File: src/rtl/tron_pkg.sv
// Shared Tron definitions: command codes, direction encoding, PS/2 prefixes, key map.
// Pure declarations; no latency and no backpressure.
package tron_pkg;

  typedef enum logic [1:0] {
    DIR_UP    = 2'b00,
    DIR_DOWN  = 2'b01,
    DIR_LEFT  = 2'b10,
    DIR_RIGHT = 2'b11
  } dir_t;

  // Direction commands are {0, player index, direction}.
  localparam logic [4:0] CMD_P1_UP    = {1'b0, 2'd0, DIR_UP};
  localparam logic [4:0] CMD_P1_DOWN  = {1'b0, 2'd0, DIR_DOWN};
  localparam logic [4:0] CMD_P1_LEFT  = {1'b0, 2'd0, DIR_LEFT};
  localparam logic [4:0] CMD_P1_RIGHT = {1'b0, 2'd0, DIR_RIGHT};
  localparam logic [4:0] CMD_P2_UP    = {1'b0, 2'd1, DIR_UP};
  localparam logic [4:0] CMD_P2_DOWN  = {1'b0, 2'd1, DIR_DOWN};
  localparam logic [4:0] CMD_P2_LEFT  = {1'b0, 2'd1, DIR_LEFT};
  localparam logic [4:0] CMD_P2_RIGHT = {1'b0, 2'd1, DIR_RIGHT};
  localparam logic [4:0] CMD_P3_UP    = {1'b0, 2'd2, DIR_UP};
  localparam logic [4:0] CMD_P3_DOWN  = {1'b0, 2'd2, DIR_DOWN};
  localparam logic [4:0] CMD_P3_LEFT  = {1'b0, 2'd2, DIR_LEFT};
  localparam logic [4:0] CMD_P3_RIGHT = {1'b0, 2'd2, DIR_RIGHT};
  localparam logic [4:0] CMD_P4_UP    = {1'b0, 2'd3, DIR_UP};
  localparam logic [4:0] CMD_P4_DOWN  = {1'b0, 2'd3, DIR_DOWN};
  localparam logic [4:0] CMD_P4_LEFT  = {1'b0, 2'd3, DIR_LEFT};
  localparam logic [4:0] CMD_P4_RIGHT = {1'b0, 2'd3, DIR_RIGHT};
  localparam logic [4:0] CMD_RESET    = 5'd16;
  localparam logic [4:0] CMD_IDLE     = 5'd31;

  localparam logic [7:0] PS2_EXT = 8'hE0;
  localparam logic [7:0] PS2_BRK = 8'hF0;

  typedef struct packed {
    logic       hit;
    logic [4:0] code;
  } key_map_t;

  // Lookup key is {extended flag, scan byte}; extended and plain forms are distinct keys.
  function automatic key_map_t key_lookup(input logic ext, input logic [7:0] sc);
    key_map_t km;
    km.hit  = 1'b1;
    km.code = CMD_IDLE;
    case ({ext, sc})
      9'h175:  km.code = CMD_P1_UP;
      9'h172:  km.code = CMD_P1_DOWN;
      9'h16B:  km.code = CMD_P1_LEFT;
      9'h174:  km.code = CMD_P1_RIGHT;
      9'h01D:  km.code = CMD_P2_UP;
      9'h01B:  km.code = CMD_P2_DOWN;
      9'h01C:  km.code = CMD_P2_LEFT;
      9'h023:  km.code = CMD_P2_RIGHT;
      9'h043:  km.code = CMD_P3_UP;
      9'h042:  km.code = CMD_P3_DOWN;
      9'h03B:  km.code = CMD_P3_LEFT;
      9'h04B:  km.code = CMD_P3_RIGHT;
      9'h075:  km.code = CMD_P4_UP;
      9'h073:  km.code = CMD_P4_DOWN;
      9'h06B:  km.code = CMD_P4_LEFT;
      9'h074:  km.code = CMD_P4_RIGHT;
      9'h029:  km.code = CMD_RESET;
      default: km.hit  = 1'b0;
    endcase
    return km;
  endfunction

endpackage

File: src/rtl/ps2_rx.sv
// PS/2 frame receiver: synchronise pins, shift 11-bit frames, check start/parity/stop.
// byte_valid strobes one cycle after the 11th falling edge; no backpressure (sink must keep up).
module ps2_rx #(
  parameter int TIMEOUT_CYCLES = 8192
) (
  input  logic       clk,
  input  logic       rst,
  input  logic       ps2_clk,
  input  logic       ps2_dat,
  output logic [7:0] scan_byte,
  output logic       byte_valid
);

  localparam int TW = $clog2(TIMEOUT_CYCLES + 1);
  localparam logic [TW-1:0] TO_LAST = TW'(TIMEOUT_CYCLES - 1);

  logic [1:0]    clk_s;
  logic [1:0]    dat_s;
  logic          clk_prev;
  logic [3:0]    bit_cnt;
  logic [10:0]   frame;
  logic [TW-1:0] to_cnt;

  logic          fall;
  logic [10:0]   shifted;
  logic          frame_ok;

  always_comb begin
    fall     = clk_prev & ~clk_s[1];
    shifted  = {dat_s[1], frame[10:1]};
    // start low, stop high, odd parity over data + parity bit
    frame_ok = ~shifted[0] & shifted[10] & (^shifted[9:1]);
  end

  always_ff @(posedge clk or posedge rst) begin
    if (rst) begin
      clk_s      <= 2'b11;
      dat_s      <= 2'b11;
      clk_prev   <= 1'b1;
      bit_cnt    <= 4'd0;
      frame      <= 11'd0;
      to_cnt     <= '0;
      scan_byte  <= 8'h00;
      byte_valid <= 1'b0;
    end else begin
      clk_s      <= {clk_s[0], ps2_clk};
      dat_s      <= {dat_s[0], ps2_dat};
      clk_prev   <= clk_s[1];
      byte_valid <= 1'b0;
      if (fall) begin
        to_cnt <= '0;
        frame  <= shifted;
        if (bit_cnt == 4'd10) begin
          bit_cnt <= 4'd0;
          if (frame_ok) begin
            scan_byte  <= shifted[8:1];
            byte_valid <= 1'b1;
          end
        end else begin
          bit_cnt <= bit_cnt + 4'd1;
        end
      end else if (bit_cnt != 4'd0) begin
        // a stalled partial frame is dropped so the next start bit realigns
        if (to_cnt == TO_LAST) begin
          bit_cnt <= 4'd0;
          to_cnt  <= '0;
        end else begin
          to_cnt <= to_cnt + 1'b1;
        end
      end
    end
  end

endmodule

File: src/rtl/keyboard.sv
// Tron keyboard front end: PS/2 receive, prefix tracking, key map to a 5-bit command.
// KEY_PRESSED updates one cycle after byte_valid; no backpressure.
module keyboard
  import tron_pkg::*;
#(
  parameter int         TIMEOUT_CYCLES = 8192,
  parameter logic [4:0] IDLE_CODE      = CMD_IDLE
) (
  input  logic       CLOCK_50,
  input  logic       reset,
  input  logic       PS2_KBCLK,
  input  logic       PS2_KBDAT,
  output logic [4:0] KEY_PRESSED,
  output logic [7:0] scan_byte,
  output logic       byte_valid
);

  logic     ext_flag;
  logic     brk_flag;
  key_map_t km;

  ps2_rx #(
    .TIMEOUT_CYCLES(TIMEOUT_CYCLES)
  ) u_rx (
    .clk       (CLOCK_50),
    .rst       (reset),
    .ps2_clk   (PS2_KBCLK),
    .ps2_dat   (PS2_KBDAT),
    .scan_byte (scan_byte),
    .byte_valid(byte_valid)
  );

  always_comb begin
    km = key_lookup(ext_flag, scan_byte);
  end

  always_ff @(posedge CLOCK_50 or posedge reset) begin
    if (reset) begin
      ext_flag    <= 1'b0;
      brk_flag    <= 1'b0;
      KEY_PRESSED <= IDLE_CODE;
    end else if (byte_valid) begin
      if (scan_byte == PS2_EXT) begin
        ext_flag <= 1'b1;
      end else if (scan_byte == PS2_BRK) begin
        brk_flag <= 1'b1;
      end else begin
        ext_flag <= 1'b0;
        brk_flag <= 1'b0;
        if (km.hit) begin
          if (!brk_flag) begin
            KEY_PRESSED <= km.code;
          end else if (km.code == KEY_PRESSED) begin
            // releasing a key that is no longer the latest make leaves the command alone
            KEY_PRESSED <= IDLE_CODE;
          end
        end
      end
    end
  end

endmodule

File: config.mk
export PLATFORM = sky130hd
export DESIGN_NAME = keyboard
export DESIGN_NICKNAME = d
export VERILOG_FILES = /design/src/rtl/tron_pkg.sv /design/src/rtl/ps2_rx.sv /design/src/rtl/keyboard.sv
export SDC_FILE = /design/constraint.sdc
export NUM_CORES = 1
export LEC_CHECK = 0
export BUFFER_PORTS_ARGS = -buffer_cell sky130_fd_sc_hd__clkbuf_2
export CORE_MARGIN = 2
export CORE_UTILIZATION = 60
export CTS_CLUSTER_DIAMETER = 150
export DETAILED_ROUTE_END_ITERATION = 8
export PLACE_DENSITY = 0.79
export SYNTH_ARGS = -nofsm -noshare
export SYNTH_HDL_FRONTEND = slang
export SYNTH_SLANG_ARGS = --single-unit
File: constraint.sdc
create_clock -name CLOCK_50 -period 2.35 [get_ports CLOCK_50]
set_clock_uncertainty 0.1 [all_clocks]
set_input_delay 0.1175 -clock CLOCK_50 [delete_from_list [all_inputs] [get_ports CLOCK_50]]
set_output_delay 0.1175 -clock CLOCK_50 [all_outputs]
set_load 0.02 [all_outputs]
==> impl_metrics.toml, run 1 <==
[drt]
wl_per_cell_microns = 17.1
remaining_drc_errors = 0
first_pass_iters = 4
routed_via_density = 5.97
initialDrtViolationCount = 206
vias = 2281
postRouteAntennaNets = 0
drt_wl_total_microns = 6520

[cts]
cts.sinks = 49
h-tree-depth = 2
clockRootBuffer = "clkbuf_8"
cts_tree = "yes"
clk_path_buf_depth = 2
clock_latency_ns = 0.29
path_clk_slew_ns = 0.08
numCtsBuffers = 5

[run_status]
violations = "negative setup slack"
status = "complete, but fails checks"

[timing]
worstMarginPinSlew_ns = 0.603
slew_headroom_pct = 59.8
finalSetupViolations = 5
layout_setup_ws_ns = -0.128
period_minus_slack_ns = 2.48
fmax_ghz = 0.403
hold_viol_final = 0
report.final.slew_viol_count = 0
rsz0062_at_grt = "yes"
min_period_over_period_pct = 105
setup_tns_ns = -0.389

[global_routing]
antenna_found_initial = 0
grt_max_degree = 50
grt_pass1_vias = 2080
grt_overflow = 0
grt_pass1_wl_microns = 9470
grt_use_total_pct = 23.2

[synthesis]
synth_top_family_by_area = "simple AND/OR/NAND/NOR gates"
yosys.area_share.simple_pct = 26.9
synth_fa_ha_area_share_pct = 1.78
ys_top_cells_by_area = "dfrtp_1 (35%), dfstp_2 (9.4%), nand2_1 (6.2%), xnor2_1 (4.4%), xor2_1 (3.4%)"
synth_area_sq_um = 2810
async_flop_share_pct = 100
synthCells = 281
ys_ff_latch = 49
synthXorXnorAreaFrac_pct = 7.81
synth-edff-count = 0
synth_compound_area_share_pct = 11.4
synth.avg_cell_area_sq_um = 9.98
yosysTopAreaCellShare_pct = 34.8
syn-num-nets = 289
ys.flop_type = "dfrtp_1"
post-synth-top-area-cell = "dfrtp_1"
synthDistinctLibCells = 64
yosys_warnings = 0
synthMuxAreaShare_pct = 4.28
seq_area_frac_synth_pct = 44.2

[floorplanning]
dieArea_sq_um = 5240
rows = 24
io_pins = 18
die_w_microns = 72.4
initial_core_util_pct = 63.5
fp.dieH_microns = 72.4
core_sq_um = 4410

[critical_path]
crit_path_end_kind = "flop"
cp_max_fo = 6
start_kind = "flop"
worstPathArrival_ns = 2.59
cp_data_required_time_ns = 2.46
reg2reg_depth = 8
critical_path_class = "reg2reg"

[pwr]
ir_worst_vdd_v = 0.000540
pwr-share-comb_pct = 24.2
p_leak_nw = 1.50
pwr_density_cell_nw_per_um2 = 603
finalPower_mw = 2.02
seqPwrFrac_pct = 52.8
internal-power_mw = 1.40
switching_share_pct = 30.9
p_sw_mw = 0.626
power.share.clock_pct = 23.0

[placement]
dp_hpwl_microns = 3890
dp_slack_ns = -0.0201
port_buffers = 17
place_congestion = 0.814
place_area_sq_um = 3000
post-place-cells = 352

[final_layout]
n_antenna_cell = 0
layout-drive-gt1-share_pct = 32.1
fin_area_sq_um = 3350
area_growth_pct = 19.6
fillers = 311
final_nets = 337
final_cells = 382

[worst_hold_path]
min_delay_path_depth = 0
hp-class = "reg2reg"

[job]
cap_violations = 0
==> layout by cell type (no fill, tap or decap), types with 3 or more instances in the layout <==
cell type and count:
nand4_1 4, ha_1 4, dfstp_2 10, nor2b_1 4
nand2_1 46, clkbuf_2 17, nor3_1 5, clkbuf_8 5
nand3_1 5, clkbuf_1 3, nand2b_1 5, o21ai_0 9
xnor2_1 14, dfrtp_1 32, nor3b_1 3, mux2i_1 5
o21ai_1 3, dlygate4sd3_1 3, buf_4 34, nand3b_1 4
inv_1 8, xor2_1 11, a21o_1 4, nor2_1 20
a21oi_1 8, dfrtp_2 7, mux2_1 3
==> worst paths after layout <==
check,from,slack [ns],end
max,u_rx.scan_byte[6]$_DFFE_PP0P_,-0.13,KEY_PRESSED[2]$_DFFE_PP1P_
min,u_rx.dat_s[0]$_DFF_PP1_,0.26,u_rx.dat_s[1]$_DFF_PP1_
max reg2reg,u_rx.scan_byte[6]$_DFFE_PP0P_,-0.13,KEY_PRESSED[2]$_DFFE_PP1P_
min reg2reg,u_rx.dat_s[0]$_DFF_PP1_,0.26,u_rx.dat_s[1]$_DFF_PP1_
max in group asynchronous,reset,1.29,u_rx.scan_byte[3]$_DFFE_PP0P_
min in group asynchronous,reset,0.41,brk_flag$_DFFE_PP0P_
==> critical path: stages, from the launching register on <==
cell,delay [ns]
dfrtp_2,0.45
buf_4,0.15
nor3b_2,0.17
o2111ai_1,0.36
o221ai_2,0.22
o211ai_1,0.31
xnor2_1,0.20
nand4_1,0.19
a32oi_1,0.24
==> power by group through the flow <==
stage | logic (mW) | clock network [mW] | registers [mW]
finish | 0.489 | 0.465 | 1.07
global route | 0.550 | 0.515 | 1.08
CTS | 0.469 | 0.480 | 1.07
detailed placement | 0.462 | 0 | 1.08
global placement | 0.434 | 0 | 1.08
floorplan | 0.353 | 0 | 1.06
==> cells by family (layout without fill, tap and decap cells) <==
| kind of cell | Yosys count | after routing |
|---|---|---|
| and+or+nand+nor | 128 | 128 |
| DFF | 49 | 49 |
| AOI/OAI and AO/OA | 42 | 42 |
| xor gates and xnor gates | 25 | 25 |
| buffers and inverters | 22 | 71 |
| muxes | 11 | 11 |
| adders and majority gates | 4 | 4 |
==> per-layer routing <==
metal | part of all wire [%] | wire length [microns] | track usage, % | vias to the layer above
li1 | - | - | - | 1072
met4 | 2.9 | 192 | 9.67 | 0
met2 | 51 | 3310 | 37.3 | 64
met5 | 0 | 0 | 0 | -
met3 | 3.5 | 231 | 4.58 | 16
met1 | 43 | 2790 | 30.9 | 1129
==> repair_timing <==
action                                  CTS  global route
resized for setup                         1            26
pin swaps                                 2            11
setup buffers                             0            19
hold buffers                              3             0
endpoints found under the setup margin    3             5
hold endpoints to repair                 41             0
==> registers in the layout (all words and copies together), names as in the netlist <==
register / count
ext_flag: 1
u_rx.bit_cnt: 4
u_rx.to_cnt: 14
u_rx.dat_s: 2
brk_flag: 1
u_rx.scan_byte: 8
u_rx.clk_prev: 1
u_rx.frame: 10
KEY_PRESSED: 5
u_rx.byte_valid: 1
u_rx.clk_s: 2
==> Yosys cell counts (all sizes together), types with 3 or more instances <==
cell type / instances
a21o: 4
ha: 4
buf: 8
nand3: 5
a21oi: 8
dfstp: 10
nand2: 46
nand3b: 4
o21ai: 13
nor2: 20
nor3b: 5
nand4: 4
nor4bb: 3
mux2: 5
xor2: 11
nor3: 8
clkbuf: 5
inv: 9
nor2b: 6
xnor2: 14
dfrtp: 39
nor4: 3
mux2i: 6
nand2b: 5
==> area by class of cell <==
| type | instances | area (sq um) | share of cell area [%] |
|---|---|---|---|
| Tap cell | 52 | 65.1 | 1.94 |
| Inverter | 9 | 33.8 | 1.01 |
| Sequential cell | 49 | 1250 | 37.2 |
| Clock buffer | 8 | 80.1 | 2.39 |
| Timing Repair Buffer | 54 | 370 | 11.0 |
| Multi-Input combinational cell | 210 | 1560 | 46.4 |
==> stage by stage <==
| step | util (%) | hold WS (ns) |
|---|---|---|
| after detailed placement | 68.0 | 0.107 |
| after global routing | 76.0 | 0.266 |
| after global placement | 68.0 | 0.105 |
| final | 76.0 | 0.258 |
| after CTS | 70.6 | 0.259 |
| after floorplan | - | 0.0220 |
Power figures use the tool's default switching activity.
==> run 2: changes to the inputs <==
CELL_PAD_IN_SITES_DETAIL_PLACEMENT = 1   (was default)
CELL_PAD_IN_SITES_GLOBAL_PLACEMENT = 2   (was default)
CORE_UTILIZATION = 39   (was 60)
PLACE_DENSITY = default   (was 0.79)
PLACE_DENSITY_LB_ADDON = 0.1   (was default)
==> impl_metrics.toml, run 2 (synthesized netlist as in run 1, its figures left out) <==
[run_status]
status = "finished clean"

[cts]
clk_path_buf_depth = 2
clockRootBuffer = "clkbuf_8"
cts.sinks = 49
numCtsBuffers = 5
h-tree-depth = 2
path_clk_slew_ns = 0.09
cts_tree = "yes"
clock_latency_ns = 0.29

[floorplanning]
fp.dieH_microns = 88.8
io_pins = 18
dieArea_sq_um = 7890
initial_core_util_pct = 40.8
core_sq_um = 6870
rows = 30
die_w_microns = 88.8

[pwr]
pwr_density_cell_nw_per_um2 = 610
switching_share_pct = 30.8
p_leak_nw = 1.52
pwr-share-comb_pct = 23.0
power.share.clock_pct = 25.9
ir_worst_vdd_v = 0.000343
p_sw_mw = 0.647
internal-power_mw = 1.45
seqPwrFrac_pct = 51.1

[timing]
report.final.slew_viol_count = 0
min_period_over_period_pct = 95.3
slew_headroom_pct = 39.2
worstMarginPinSlew_ns = 0.911
rsz0062_at_grt = "yes"
setup_tns_ns = 0
period_minus_slack_ns = 2.24
hold_viol_final = 0
layout_setup_ws_ns = 0.110
finalSetupViolations = 0
hold_ws_ns = 0.260
fmax_ghz = 0.446

[critical_path]
crit_chain = "buf_4 > nor4bb_4 > a31oi_1 > or4_1 > nor2b_2 > mux2i_2 > o21ai_1"
max_stage_delay_ns = 0.47
cp_data_required_time_ns = 2.47
crit_path_end_kind = "flop"
cp_max_fo = 10
worstPathArrival_ns = 2.36
rr_endpoint = "KEY_PRESSED[1]$_DFFE_PP1P_"
slowest_stage = "or4_1"
reg2reg_depth = 7
reg2reg_from = "u_rx.scan_byte[3]$_DFFE_PP0P_"
critical_path_class = "reg2reg"
reg2reg_slack_ns = 0.11
start_kind = "flop"

[final_layout]
largest_reg_flops = 14
area_growth_pct = 22.9
n_antenna_cell = 0
layout-drive-gt1-share_pct = 33.1
fin_area_sq_um = 3450
fin_util_pct = 50.2
largest-register = "u_rx.to_cnt"
final_common_cell = "nand2_1"
reg_top3 = "u_rx.to_cnt: 14 flops, u_rx.frame: 10 flops, u_rx.scan_byte: 8 flops"
layout_common_cells = "nand2_1 (46), dfrtp_1 (32), buf_4 (32)"
fillers = 780
final_nets = 339

[drt]
vias = 2215
drt_wl_total_microns = 6550
remaining_drc_errors = 0
wl_per_cell_microns = 15.3
postRouteAntennaNets = 0
initialDrtViolationCount = 65
routed_via_density = 5.18
first_pass_iters = 4

[placement]
port_buffers = 17
dp_slack_ns = -0.0485
dp_hpwl_microns = 4530
place_congestion = 0.778
place_area_sq_um = 3090

[global_routing]
grt_pass1_wl_microns = 10800
grt_pass1_vias = 2250
grt_overflow = 0
grt_use_total_pct = 17.5
grt_max_degree = 44
antenna_found_initial = 0

[worst_hold_path]
hp-class = "reg2reg"
min_delay_path_depth = 0
min_to = "u_rx.clk_s[1]$_DFF_PP1_"
min_from = "u_rx.clk_s[0]$_DFF_PP1_"

[job]
cap_violations = 0
run 2: changes by cell type in the layout (fill, tap and decap cells not counted), sizes merged:
cell,change
buf,+1
clkinv,+1
run 2: timing repair:
action                                  CTS  global route
hold buffers                              3             0
endpoints found under the hold margin    41             0
gates cloned                              0             0
resized for setup                         1            27
setup buffers                             2            15
endpoints found under the setup margin    4             6
pin swaps                                 1            14
run 2: through the flow:
stage                     total power [mW]  instances
after floorplan                       1.41        281
after global placement                1.53        400
after detailed placement              1.55        400
after CTS                             2.11        413
after global routing                  2.25        428
final                                 2.10        428
run 2: layout make-up:
cell class	instances	area (sq um)	area share [%]
clock buffer	7	96.3	2.79
clock inverter	1	5.00	0.145
inverter	9	33.8	0.980
multi-input combinational	210	1550	45.0
sequential	49	1250	36.2
tap	96	120	3.48
timing repair buffer	56	394	11.4
run 2: critical path: cells and delay by family (launching register included):
family	cells	cell delay, ns
mux	1	0.25
compound gates	2	0.17
simple gates	3	0.97
flops	1	0.46
buf+inv	1	0.22
run 2: power by group through the flow:
stage                     Combinational (mW)  Sequential (mW)  Clock (mW)
after floorplan                        0.353             1.06           0
after global placement                 0.446             1.08           0
after detailed placement               0.459             1.09           0
after CTS                              0.467             1.07       0.568
after global routing                   0.561             1.09       0.594
final                                  0.484             1.07       0.545
run 2: worst max-delay path by stage:
stage                                            end                     startpoint  slack (ns)  cells after the start
after floorplan           KEY_PRESSED[0]$_DFFE_PP1P_  u_rx.scan_byte[3]$_DFFE_PP0P_        0.12                      8
after global placement    KEY_PRESSED[1]$_DFFE_PP1P_  u_rx.scan_byte[1]$_DFFE_PP0P_        0.01                      8
after detailed placement  KEY_PRESSED[0]$_DFFE_PP1P_  u_rx.scan_byte[1]$_DFFE_PP0P_       -0.05                      8
after CTS                 KEY_PRESSED[2]$_DFFE_PP1P_  u_rx.scan_byte[2]$_DFFE_PP0P_        0.01                      7
after global routing      KEY_PRESSED[3]$_DFFE_PP1P_  u_rx.scan_byte[1]$_DFFE_PP0P_       -0.06                      9
final                     KEY_PRESSED[1]$_DFFE_PP1P_  u_rx.scan_byte[3]$_DFFE_PP0P_        0.11                      7
run 2: metal layers:
metal | track usage, % | up-vias | part of all wire (%)
li1 | - | 1077 | -
met1 | 22.7 | 1115 | 46
met2 | 31.1 | 17 | 51
met3 | 2.24 | 6 | 1.4
met4 | 4.27 | 0 | 0.99
met5 | 0 | - | 0
